===== config.mk =====
export PLATFORM = sky130hd
export DESIGN_NAME = lf_edge_modulator
export DESIGN_NICKNAME = d
export VERILOG_FILES = /design/src/rtl/lf_edge_modulator.sv
export SDC_FILE = /design/constraint.sdc
export NUM_CORES = 1
export LEC_CHECK = 0
export ABC_CLOCK_PERIOD_IN_PS = 2400
export BUFFER_PORTS_ARGS = -buffer_cell sky130_fd_sc_hd__buf_4
export CORE_MARGIN = 1
export CORE_UTILIZATION = 29
export DETAILED_ROUTE_END_ITERATION = 10
export PLACE_DENSITY = 0.52
export SETUP_SLACK_MARGIN = 0.4
export SLEW_MARGIN = 10
export SYNTH_ARGS = -nofsm -noshare
export SYNTH_HDL_FRONTEND = slang
export SYNTH_SLANG_ARGS = --single-unit
export TNS_END_PERCENT = 10

===== constraint.sdc =====
create_clock -name clk -period 2.4 [get_ports clk]
set_input_delay 0.12 -clock clk [delete_from_list [all_inputs] [get_ports clk]]
set_output_delay 0.12 -clock clk [all_outputs]
set_load 0.05 [all_outputs]

===== src/rtl/lf_edge_modulator.sv =====
// lf_edge_modulator: serialises bytes MSB first onto one antenna-modulation
// line using NRZ or Manchester coding. Each half-bit lasts a programmable
// number of clk cycles. A holding register behind the shifter lets bytes
// follow each other with no gap. A frame ends with a low tail.
// edge_state and edge_toggle copy the observables of the LF edge detector.
// Optional build macro LF_TX_PREAMBLE_EN: sends PREAMBLE before the first
// data byte of every frame.
module lf_edge_modulator #(
   parameter int         HALF_W      = 16,
   parameter int         TAIL_HALVES = 2,
   parameter logic [7:0] PREAMBLE    = 8'hF0
) (
   input  logic              clk,
   input  logic              rst_n,
   input  logic [HALF_W-1:0] half_period,
   input  logic              manchester,
   input  logic [7:0]        data_in,
   input  logic              data_valid,
   output logic              data_ready,
   output logic              busy,
   output logic              mod_out,
   output logic              edge_state,
   output logic              edge_toggle
);

   localparam int TAIL_W = (TAIL_HALVES > 2) ? $clog2(TAIL_HALVES) : 1;

`ifdef LF_TX_PREAMBLE_EN
   typedef enum logic [1:0] {IDLE, PRE, SHIFT, TAIL} state_t;
`else
   typedef enum logic [1:0] {IDLE, SHIFT, TAIL} state_t;
   // Keeps the preamble parameter referenced when the feature is not built
   logic unused_preamble;
   assign unused_preamble = ^PREAMBLE;
`endif

   state_t              state_reg, state_next;
   logic [7:0]          shift_reg, shift_next;
   logic [2:0]          bit_cnt_reg, bit_cnt_next;
   logic                second_reg, second_next;     // 1 = second half of the bit
   logic [HALF_W-1:0]   half_cnt_reg, half_cnt_next;
   logic [HALF_W-1:0]   reload_reg, reload_next;     // max(half_period,1)-1, latched per frame
   logic                man_reg, man_next;
   logic [TAIL_W-1:0]   tail_cnt_reg, tail_cnt_next;
   logic [7:0]          hold_reg, hold_next;
   logic                hold_full_reg, hold_full_next;
   logic                mod_reg, mod_next;
   logic                state_copy_reg;
   logic                toggle_reg, toggle_next;

   logic                transfer;
   logic                half_done;
   logic                load_hold;
   logic [HALF_W-1:0]   start_reload;

   // Line level of one half of a bit in the selected coding
   function automatic logic level(input logic b, input logic second, input logic man);
      return man ? (b ^ second) : b;
   endfunction

   assign transfer     = data_valid && !hold_full_reg;
   assign half_done    = (half_cnt_reg == '0);
   assign start_reload = (half_period == '0) ? '0 : (half_period - 1'b1);

   assign data_ready  = !hold_full_reg;
   assign busy        = (state_reg != IDLE);
   assign mod_out     = mod_reg;
   assign edge_state  = state_copy_reg;
   assign edge_toggle = toggle_reg;

   // Next-state, shifter, half-bit timing, holding register and line level
   always_comb begin
      state_next    = state_reg;
      shift_next    = shift_reg;
      bit_cnt_next  = bit_cnt_reg;
      second_next   = second_reg;
      half_cnt_next = half_cnt_reg;
      reload_next   = reload_reg;
      man_next      = man_reg;
      tail_cnt_next = tail_cnt_reg;
      mod_next      = mod_reg;
      load_hold     = 1'b0;

      case (state_reg)
         IDLE: begin
            if (hold_full_reg) begin
               reload_next   = start_reload;
               man_next      = manchester;
               half_cnt_next = start_reload;
               bit_cnt_next  = 3'd7;
               second_next   = 1'b0;
`ifdef LF_TX_PREAMBLE_EN
               // The data byte waits in the holding register behind the preamble
               state_next    = PRE;
               shift_next    = PREAMBLE;
               mod_next      = level(PREAMBLE[7], 1'b0, manchester);
`else
               state_next    = SHIFT;
               shift_next    = hold_reg;
               load_hold     = 1'b1;
               mod_next      = level(hold_reg[7], 1'b0, manchester);
`endif
            end
         end
`ifdef LF_TX_PREAMBLE_EN
         PRE, SHIFT: begin
`else
         SHIFT: begin
`endif
            if (!half_done) begin
               half_cnt_next = half_cnt_reg - 1'b1;
            end else if (!second_reg) begin
               second_next   = 1'b1;
               half_cnt_next = reload_reg;
               mod_next      = level(shift_reg[7], 1'b1, man_reg);
            end else if (bit_cnt_reg != 3'd0) begin
               shift_next    = {shift_reg[6:0], 1'b0};
               bit_cnt_next  = bit_cnt_reg - 1'b1;
               second_next   = 1'b0;
               half_cnt_next = reload_reg;
               mod_next      = level(shift_reg[6], 1'b0, man_reg);
            end else if (hold_full_reg) begin
               // Next byte follows without a gap cycle
               state_next    = SHIFT;
               shift_next    = hold_reg;
               load_hold     = 1'b1;
               bit_cnt_next  = 3'd7;
               second_next   = 1'b0;
               half_cnt_next = reload_reg;
               mod_next      = level(hold_reg[7], 1'b0, man_reg);
            end else if (TAIL_HALVES == 0) begin
               state_next    = IDLE;
               mod_next      = 1'b0;
            end else begin
               state_next    = TAIL;
               tail_cnt_next = TAIL_W'(TAIL_HALVES - 1);
               half_cnt_next = reload_reg;
               mod_next      = 1'b0;
            end
         end
         TAIL: begin
            if (!half_done) begin
               half_cnt_next = half_cnt_reg - 1'b1;
            end else if (tail_cnt_reg == '0) begin
               state_next    = IDLE;
            end else begin
               tail_cnt_next = tail_cnt_reg - 1'b1;
               half_cnt_next = reload_reg;
            end
         end
         default: begin
            state_next = IDLE;
            mod_next   = 1'b0;
         end
      endcase

      // A new byte wins over a same-cycle load, leaving the holding register full
      hold_next      = hold_reg;
      hold_full_next = hold_full_reg;
      if (load_hold) begin
         hold_full_next = 1'b0;
      end
      if (transfer) begin
         hold_next      = data_in;
         hold_full_next = 1'b1;
      end

      toggle_next = toggle_reg ^ (mod_next != mod_reg);
   end

   // All state registers; reset aborts any frame at once
   always_ff @(posedge clk or negedge rst_n) begin
      if (!rst_n) begin
         state_reg      <= IDLE;
         shift_reg      <= '0;
         bit_cnt_reg    <= '0;
         second_reg     <= 1'b0;
         half_cnt_reg   <= '0;
         reload_reg     <= '0;
         man_reg        <= 1'b0;
         tail_cnt_reg   <= '0;
         hold_reg       <= '0;
         hold_full_reg  <= 1'b0;
         mod_reg        <= 1'b0;
         state_copy_reg <= 1'b0;
         toggle_reg     <= 1'b0;
      end else begin
         state_reg      <= state_next;
         shift_reg      <= shift_next;
         bit_cnt_reg    <= bit_cnt_next;
         second_reg     <= second_next;
         half_cnt_reg   <= half_cnt_next;
         reload_reg     <= reload_next;
         man_reg        <= man_next;
         tail_cnt_reg   <= tail_cnt_next;
         hold_reg       <= hold_next;
         hold_full_reg  <= hold_full_next;
         mod_reg        <= mod_next;
         state_copy_reg <= mod_next;
         toggle_reg     <= toggle_next;
      end
   end

endmodule


Word-level counts from Yosys, hierarchy flattened --
Index checks and enable logic that the tools add are counted.
Word-level totals: bits in registers 59, output and inout port bits 5, logic and storage cells 97
Cells by class: add/sub/neg operators 4, mux-type cells 51, reductions and logical operators 17, bitwise operators 2, equality and inequality tests 11
Operators by type and width (count):
- two-way mux 16 bit | 5
- case mux 16 bit (3 select lines) | 1
- zero test 16 bit | 2
- two-way mux 8 bit | 4
- subtractor 16 x 1 -> 16 bit, second input constant | 2
- two-way mux 1 bit | 23
- case mux 8 bit (2 select lines) | 1
- two-way mux 2 bit | 7
- != test 2 bit, second input constant | 7
- two-way mux 3 bit | 4
- AND reduction 6 bit | 2
- AND reduction 3 bit | 3
- nonzero test 2 bit | 4
- case mux 1 bit (2 select lines) | 3
- case mux 2 bit (3 select lines) | 1
- case mux 3 bit (2 select lines) | 1
- nonzero test 3 bit | 2
- != test 3 bit, second input constant | 1
- case mux 1 bit (3 select lines) | 1
- subtractor 3 x 1 -> 3 bit, second input constant | 1
- == test 2 x 1 -> 1 bit, second input constant | 1
- == test 2 bit, second input constant | 1
- zero test 2 bit | 1
- AND reduction 2 bit | 1
- other kinds (6) | 6

Logic depth before layout (Yosys ltp) --
Gate-level depths: netlist of run 1.
depth after elaboration 7, mapped depth 10, depth with buffers taken out 7

Worst setup path after synthesis of run 1 --
OpenSTA, ideal clock, no wires.
path kind reg-to-reg, start reg half_cnt_reg[0], end reg half_cnt_reg[11], arrival 1956 ps, clock period less this slack 2097 ps, path buffers 3, library setup time 141 ps, stages on the path, launching flop included 11, slack 303 ps, path through dfrtp_1 > inv_1 > ha_1 > nor3b_2 > nand4_1 > buf_2 > o21a_1 > clkbuf_1 > clkbuf_1 > nor2_1 > a31oi_1
On the way: cells in the longest elaborated chain, start to end 3, elaborated cells between the ends (all ways) 7, those cells by class add/sub (1); eq/ne (1); mux (3); reduce/logical (2)
RTL lines:
- from (decl) | RTL line 41 | logic [HALF_W-1:0] half_cnt_reg, half_cnt_next;
- from (signal assigned) | RTL line 192 | half_cnt_reg <= half_cnt_next;
- subtractor 16 x 1 -> 16 bit or zero test 16 bit (tied branches) | RTL line 111, 143, 62
- two-way mux 16 bit, or another cell as far along | RTL line 142 | if (!half_done) begin
- case mux 16 bit (3 select lines) or AND reduction 3 bit (tied branches)
Several ways; a longest one is shown, not always the timed one. A chain may end at the register's enable or synchronous reset.

Worst setup path after layout of run 1 --
start reg half_cnt_reg[6], end reg half_cnt_reg[9]
Same word-level chain as after synthesis.

==> results of run 1 <==
-- cells in the mapped netlist, types with 5 or more instances --
library cell  instances
nor4_1                8
dfrtp_1              59
o31ai_1              11
mux2_2               10
nor2_1               24
clkbuf_1             15
a21oi_1              10
a31oi_1               6
o22ai_1               7
or3_1                 6
nor3_1               14
nand2_1              36
nand3_1              14
xnor2_1               8
o21ai_0              32
a2bb2oi_1             6
inv_1                13
nand4_1               5
ha_1                  9
o21a_1                5
xor2_1               10
nand2b_1              6
-- worst max-delay path, cell delays in order (launching register included) --
cell and delay [ns]:
dfrtp_1 0.45, nor4_4 0.40, nand4_1 0.19, buf_6 0.19, o21ai_1 0.13, buf_4 0.16
nor2_1 0.06, a221o_1 0.32
-- power breakdown --
part	total (W)	internal (W)	switching (W)
clock network	0.00116	0.000697	0.000459
registers	0.00141	0.00118	0.000228
logic	0.000670	0.000346	0.000324
-- area by class of cell --
| type | instances | area (um2) |
|---|---|---|
| tap | 143 | 178.9 |
| timing repair buffer | 68 | 524.3 |
| inverter | 13 | 48.80 |
| multi-input combinational | 285 | 1972 |
| fill | 1199 | 7141 |
| clock buffer | 10 | 229.0 |
| sequential | 59 | 1478 |
| clock inverter | 6 | 42.54 |
-- cells by family after synthesis --
kind of cell	Yosys count	synth area share
mux	12	0.03768
fa+ha+maj	9	0.03199
simple gates	133	0.1991
xor+xnor	18	0.04479
flops	59	0.4195
buf+inv	33	0.04124
compound gates	113	0.2257
-- final timing paths --
path,to,start,cells after the start,slack [ns]
max,half_cnt_reg[9],half_cnt_reg[6],7,0.38
min,reload_reg[0],half_period[0],2,0.01
max reg2reg,half_cnt_reg[9],half_cnt_reg[6],7,0.38
min reg2reg,reload_reg[4],reload_reg[4],2,0.48
max in group asynchronous,half_cnt_reg[12],rst_n,2,1.44
min in group asynchronous,hold_reg[4],rst_n,2,0.42
-- per-layer routing --
layer  vias up  part of all wire  GRT usage
met2        86              0.48     0.2576
met4         0            0.0087    0.03733
met3         6             0.050    0.03564
met5         -                 0          0
met1      1482              0.47     0.2072
li1       1519                 -          -
-- what timing repair did --
action,4_1_cts,5_1_grt
setup buffers,6,7
gates cloned,0,0
gates resized for setup,9,9
setup endpoints to repair,26,28
endpoints found under the hold margin,59,0
pin swaps,1,5
hold buffers,1,0
-- through the flow --
step,cells,worst slack (ns)
finish,584,0.3815
global route,584,0.2593
CTS,577,0.3405
detailed placement,554,0.08346
global placement,554,0.1661
floorplan,377,0.3995
==> impl_metrics.ini, run 1 <==
[logic_synthesis]
syn_nets = 414
yosysUniqueCellTypes = 61
syn-cell-area_mm2 = 0.003520
syn_inst = 377
yosysTopAreaCellShare = 0.4195
yosys-top-cells-area = dfrtp_1, o21ai_0, nand2_1, ha_1, mux2_2
yosysTopAreaCell = dfrtp_1
synth-seq-cells = 59
seq_area_frac_synth = 0.4195
synth_area_per_cell_um2 = 9.336
synth_ff_type = dfrtp_1
synth_edf_count = 0
ys_warn_count = 0
ys_async_sr_fraction = 1.000

[floorplanning]
fp.dieH_um = 112.2
core_area_mm2 = 0.01161
dieArea_mm2 = 0.01258
io_pins = 33
die_x_um = 112.2
fp-row-count = 39
initial_utilization = 0.3031

[drt]
via_count = 3093
firstDrtPassIters = 9
wl_um = 9402
avgViaCountPerCell = 5.296
drc = 4
drtAntennaViolNets = 0
detail_route.wl_per_cell_um = 16.10
drt-initial-drc-count = 190

[clocking]
max-clock-path-buffers = 2
cts_tree = built
clk_latency_ns = 0.33
htree_levels = 3
clockRootBuffer = clkbuf_16
clock_sinks = 59
clk_transition_reported_paths_ns = 0.05
cts_buffers = 9

[run]
max_cap_violations = 0

[outcome]
status = complete, but fails checks
violations = design-rule violations

[sta]
hold_slack_ns = 0.01093
min_period_ns = 2.019
post-route-period-util = 0.8411
fin_worst_skew_ns = 0.008816
hold_viol = 0
grt_setup_unrepaired = yes
slew_headroom = 0.4929
fin_setup_tns_ns = 0
setup_viol = 0
slew_viol_final = 0
fmax_mhz = 495.4
worst_slew_pin_slew_ns = 0.7607

[global_route]
grt_max_degree = 60
grt_pass1_wl_um = 15570
grt_pass1_vias = 3095
antenna_found_initial = 0
grt_usage = 0.1559
grt-ovfl-total = 0

[cells_and_area]
antenna_cells = 0
most-common-layout-cells = buf_4, dfrtp_1, nand2_1
fin_area_mm2 = 0.004473
utilization = 0.3852
final_common_cell = buf_4
drive_gt1_frac = 0.2608
area_growth_pct = 27.09
nets = 473

[critical_path]
required_ns = 2.60
endpoint_kind = flip-flop
cp_data_arrival_time_ns = 2.22
path_class = reg2reg
cp-start-kind = flip-flop
cp_max_fo = 12

[place]
hpwl_um = 6611
numPortBuffers = 32
placed_cell_area_mm2 = 0.004014
place.gp.congestion = 0.8220

[worst_hold_path]
hold_path_class = in2reg

[pwr]
p_leak_nw = 1.832
power_w = 0.003235
power.density_mw_per_mm2 = 723.2
ir_drop_mv = 0.3355
No activity file was read; power rests on OpenSTA's default activity.
==> run 2: changes to the inputs <==
--- a/config.mk
+++ b/config.mk
@@ -5,12 +5,13 @@
 export SDC_FILE = /design/constraint.sdc
 export NUM_CORES = 1
 export LEC_CHECK = 0
-export ABC_CLOCK_PERIOD_IN_PS = 2400
+export ABC_AREA = 1
+export ABC_CLOCK_PERIOD_IN_PS = 1820
 export BUFFER_PORTS_ARGS = -buffer_cell sky130_fd_sc_hd__buf_4
 export CORE_MARGIN = 1
 export CORE_UTILIZATION = 29
 export DETAILED_ROUTE_END_ITERATION = 10
-export PLACE_DENSITY = 0.52
+export PLACE_DENSITY = 0.53
 export SETUP_SLACK_MARGIN = 0.4
 export SLEW_MARGIN = 10
 export SYNTH_ARGS = -nofsm -noshare
==> constraint.sdc (replaced) <==
create_clock -name clk -period 1.82 [get_ports clk]
set_input_delay 0.091 -clock clk [delete_from_list [all_inputs] [get_ports clk]]
set_output_delay 0.091 -clock clk [all_outputs]
set_load 0.05 [all_outputs]
==> impl_metrics.ini, run 2 <==
[critical_path]
cp_slowest_cell = dfrtp_2
path_buf_inv = 1
cpPeakStageDelay_ns = 0.43
ff2ff_path_depth = 10
timing.rr.end = half_cnt_reg[9]
cp-start-kind = flip-flop
crit_top_cell = nand2_1
r2r_start = half_cnt_reg[5]
worstPathCellList = nor2_2 -> nand2_2 -> nor2_4 -> nand2_4 -> buf_12 -> or2_0 -> nand3_1 -> nand2_1 -> nand2_1 -> nand2_1
endpoint_kind = flip-flop
required_ns = 2.04
cp_max_fo = 5
crit_family = simple AND/OR/NAND/NOR gates
cp_data_arrival_time_ns = 1.87
reg2reg_slack_ns = 0.17
path_class = reg2reg

[drt]
firstDrtPassIters = 4
detail_route.wl_per_cell_um = 12.90
via_count = 3917
wl_um = 10950
drt-initial-drc-count = 169
drc = 0
avgViaCountPerCell = 4.614
drtAntennaViolNets = 0

[floorplanning]
die_x_um = 120.8
io_pins = 33
core_area_mm2 = 0.01383
fp.dieH_um = 120.8
dieArea_mm2 = 0.01459
fp-row-count = 43
initial_utilization = 0.2960

[logic_synthesis]
yosysTopAreaCellShare = 0.3607
synth_area_per_cell_um2 = 6.867
synth_common_cells = nand2_1, inv_1, dfrtp_1
synth-seq-cells = 59
ys_async_sr_fraction = 1.000
synth_most_common_cell = nand2_1
seq_area_frac_synth = 0.3607
yosys-top-cells-area = dfrtp_1, nand2_1, o21ai_0, inv_1, nand3_1
syn-cell-area_mm2 = 0.004093
synth_ff_type = dfrtp_1
synth_edf_count = 0
syn_inst = 596
syn_nets = 633
yosysTopAreaCell = dfrtp_1
yosysUniqueCellTypes = 37
ys_warn_count = 0

[sta]
slew_viol_final = 0
worst_slew_pin_slew_ns = 0.7990
post-route-period-util = 0.9057
fin_setup_tns_ns = 0
fmax_mhz = 606.7
setup_viol = 0
min_period_ns = 1.648
grt_setup_unrepaired = yes
fin_worst_skew_ns = 0.007801
setup_ws_ns = 0.1717
hold_viol = 0
slew_headroom = 0.4674

[place]
hpwl_um = 7401
dpl.cell_count = 806
placed_cell_area_mm2 = 0.004581
place.gp.congestion = 0.8040
place_ws_ns = 0.04854
numPortBuffers = 32

[cells_and_area]
antenna_cells = 0
final_common_cell = nand2_1
area_growth_pct = 29.78
fin_area_mm2 = 0.005311
nets = 701
utilization = 0.3841
multiInputGateArea_mm2 = 0.002352
instances_no_fill = 849
drive_gt1_frac = 0.2272
nFillCells = 1448
seq_area_mm2 = 0.001483
most-common-layout-cells = nand2_1, buf_4, dfrtp_1

[clocking]
clk_latency_ns = 0.33
cts_buffers = 9
clock_sinks = 59
htree_levels = 3
clockRootBuffer = clkbuf_16
clk_transition_reported_paths_ns = 0.06
max-clock-path-buffers = 2
cts_tree = built

[global_route]
grt-ovfl-total = 0
grt_pass1_wl_um = 17620
grt_max_degree = 60
grt_pass1_vias = 3659
antenna_found_initial = 0
grt_usage = 0.1545

[worst_hold_path]
min_to = reload_reg[5]
worstHoldStart = half_period[5]
hold_path_class = in2reg
min_delay_path_depth = 4

[pwr]
p_leak_nw = 2.626
power.density_mw_per_mm2 = 895.9
ir_drop_mv = 0.4845

[run]
max_cap_violations = 0

[outcome]
status = finished, final reports clean
## run 2: cell count changes after synthesis, moves of 12 or more
cell     before  now
inv_1        13   62
nand2_1      36  208
nand3_1      14   42
nor2_1       24   56
nor3_1       14    0
o21ai_0      32   51
o21ai_1       1   13
## run 2: cells by family (layout without fill, tap and decap cells)
group	count (synthesis)	count (layout)	share of synthesized area
simple gates	335	336	0.3458
buf+inv	88	160	0.1030
compound gates	82	82	0.1088
flops	59	59	0.3607
xor+xnor	15	15	0.03210
fa+ha+maj	9	9	0.02752
mux	8	8	0.02201
## run 2: how the worst max path moves through the flow
stage	depth (start not counted)	slack, ns	to	startpoint
floorplan	8	0.21	bit_cnt_reg[0]	state_reg[1]
global placement	9	0.08	half_cnt_reg[10]	half_cnt_reg[1]
detailed placement	10	0.05	shift_reg[4]	half_cnt_reg[1]
CTS	11	0.17	half_cnt_reg[9]	half_cnt_reg[1]
global route	9	0.06	half_cnt_reg[4]	half_cnt_reg[5]
finish	10	0.17	half_cnt_reg[9]	half_cnt_reg[5]
## run 2: metrics by stage
step           total power, W  hold WS, ns
2_1_floorplan        0.002451      -0.2046
3_3_place_gp         0.002768       0.2278
3_5_place_dp         0.002784       0.2358
4_1_cts              0.004638      0.07448
5_1_grt              0.005044       0.1209
6_report             0.004758      0.07859
## run 2: what timing repair did
action	4_1_cts	5_1_grt
gates cloned	2	2
gates resized for setup	24	23
endpoints found under the setup margin	46	61
pin swaps	5	7
buffers inserted	6	7
hold buffers	10	0
endpoints found under the hold margin	68	0
## run 2: report_power, final
group	switching [W]	internal, W
logic	0.000727	0.000557
registers	0.000213	0.00154
clock network	0.000624	0.00109
total	0.00156	0.00319
## run 2: metal layers
layer | global-route usage | part of all wire
met5 | 0 | 0
met4 | 0.05170 | 0.015
met3 | 0.02830 | 0.037
met1 | 0.2122 | 0.49
met2 | 0.2432 | 0.45
## run 2: cell type report
class | count | area share
timing repair buffer | 77 | 0.1260
sequential | 59 | 0.2792
clock inverter | 6 | 0.01225
tap | 180 | 0.04240
multi-input combinational | 450 | 0.4429
clock buffer | 10 | 0.04499
timing repair inverter | 1 | 0.001178
inverter | 66 | 0.05112
## run 2: tightest hold or removal path: cells and delay by family
family	cells	cell delay, ns
buf+inv	1	0.09
xor+xnor	1	0.08
simple gates	2	0.11
==> run 3: changes to the inputs <==
--- a/config.mk
+++ b/config.mk
@@ -11,7 +11,7 @@
 export CORE_MARGIN = 1
 export CORE_UTILIZATION = 29
 export DETAILED_ROUTE_END_ITERATION = 10
-export PLACE_DENSITY = 0.53
+export PLACE_DENSITY_LB_ADDON = 0.15
 export SETUP_SLACK_MARGIN = 0.4
 export SLEW_MARGIN = 10
 export SYNTH_ARGS = -nofsm -noshare
==> impl_metrics.ini, run 3 (synthesis gave the netlist of run 2 again) <==
[outcome]
status = finished, final reports clean

[sta]
setup_viol = 0
min_period_ns = 1.584
fin_setup_tns_ns = 0
fin_worst_skew_ns = 0.007393
slew_viol_final = 0
worst_slew_pin_slew_ns = 0.7875
hold_slack_ns = 0.09844
slew_headroom = 0.4750
fmax_mhz = 631.3
hold_viol = 0
post-route-period-util = 0.8704
grt_setup_unrepaired = yes

[clocking]
max-clock-path-buffers = 2
cts_tree = built
htree_levels = 3
clk_latency_ns = 0.33
cts_buffers = 9
clockRootBuffer = clkbuf_16
clk_transition_reported_paths_ns = 0.06
clock_sinks = 59

[drt]
drt-initial-drc-count = 201
drc = 0
detail_route.wl_per_cell_um = 12.74
avgViaCountPerCell = 4.570
firstDrtPassIters = 5
drtAntennaViolNets = 0
highest_layer = met4
wl_met3_um = 229
via_count = 3880
dr_wl_met2_um = 4763
wl_um = 10810
wl_met1_um = 5700

[cells_and_area]
antenna_cells = 0
utilization = 0.3830
multiInputGateArea_mm2 = 0.002351
most-common-layout-cells = nand2_1, buf_4, dfrtp_1
nFillCells = 1443
final_common_cell = nand2_1
seq_area_mm2 = 0.001481
area_growth_pct = 29.38
nets = 701
drive_gt1_frac = 0.2242

[floorplanning]
core_area_mm2 = 0.01383
initial_utilization = 0.2960
dieArea_mm2 = 0.01459
fp-row-count = 43
fp.dieH_um = 120.8
die_x_um = 120.8
io_pins = 33

[global_route]
grt_usage = 0.1621
grt_max_degree = 60
grt_pass1_vias = 3705
antenna_found_initial = 0
grt-ovfl-total = 0
grt_pass1_wl_um = 18490

[pwr]
power.density_mw_per_mm2 = 927.0
ir_drop_mv = 0.3462
p_leak_nw = 2.610

[critical_path]
crit_top_cell = nand2_1
endpoint_kind = flip-flop
worstPathCellList = inv_2 -> ha_4 -> nand3_4 -> nor2_4 -> nand2_2 -> buf_12 -> or2_0 -> nand3_1 -> nand2_1 -> nand2_1 -> nand2_1
cp-start-kind = flip-flop
cpPeakStageDelay_ns = 0.37
cp_slowest_cell = dfrtp_1
cp_data_arrival_time_ns = 1.80
path_class = reg2reg
cp_max_fo = 17
required_ns = 2.04

[place]
hpwl_um = 7635
numPortBuffers = 32
place.gp.congestion = 0.8015

[worst_hold_path]
hold_path_class = in2reg

[run]
max_cap_violations = 0
==> run 3: final cells by class <==
cell class	count	area share
sequential	59	0.2798
multi-input combinational	449	0.4440
inverter	66	0.05104
clock buffer	12	0.04655
clock inverter	4	0.01394
timing repair buffer	78	0.1205
timing repair inverter	1	0.001654
tap	180	0.04253
==> run 3: path summary, 6_finish.rpt <==
path,depth (start not counted),end,startpoint,slack [ns]
worst min-delay path,4,reload_reg[5],half_period[5],0.1
worst max register to register,11,half_cnt_reg[9],half_cnt_reg[0],0.24
min in group asynchronous,2,edge_state,rst_n,0.38
worst max-delay path,11,half_cnt_reg[9],half_cnt_reg[0],0.24
worst min register to register,2,reload_reg[10],reload_reg[10],0.48
max in group asynchronous,2,half_cnt_reg[5],rst_n,0.87
==> run 3: through the flow <==
stage               cell area [um2]  power, W  instances  worst slack [ns]
floorplan                      4133  0.002451        596            0.2077
global placement               4611  0.002826        810           0.08378
detailed placement             4611  0.002834        810           0.09392
CTS                            5204  0.004839        845            0.2125
global route                   5295  0.005232        849           0.09394
finish                         5295  0.004908        849            0.2359
==> run 3: critical path: cells and delay by family, from the launching register on <==
family                   cells  cell delay (ns)
adder cells (fa/ha/maj)      1             0.15
AND/OR/NAND/NOR              8             0.70
buffers and inverters        2             0.24
flip-flops                   1             0.37
==> run 3: metal layers <==
metal	vias up	global-route usage
met5	-	0
met2	60	0.2453
li1	2020	-
met1	1791	0.2342
met3	9	0.02406
met4	0	0.05401
==> run 3: timing repair <==
| action | CTS | global route |
|---|---|---|
| pin swaps | 9 | 10 |
| endpoints found under the setup margin | 48 | 59 |
| buffers inserted | 8 | 4 |
| hold buffers | 10 | 0 |
| gates cloned | 1 | 0 |
| endpoints found under the hold margin | 68 | 0 |
| gates resized for setup | 33 | 21 |
==> run 3: report_power, final <==
group	internal, W	switching, W	leakage [nW]
clock	0.00124	0.000624	0.157
combinational	0.000594	0.000735	1.75
sequential	0.00154	0.000181	0.702
total	0.00337	0.00154	2.61
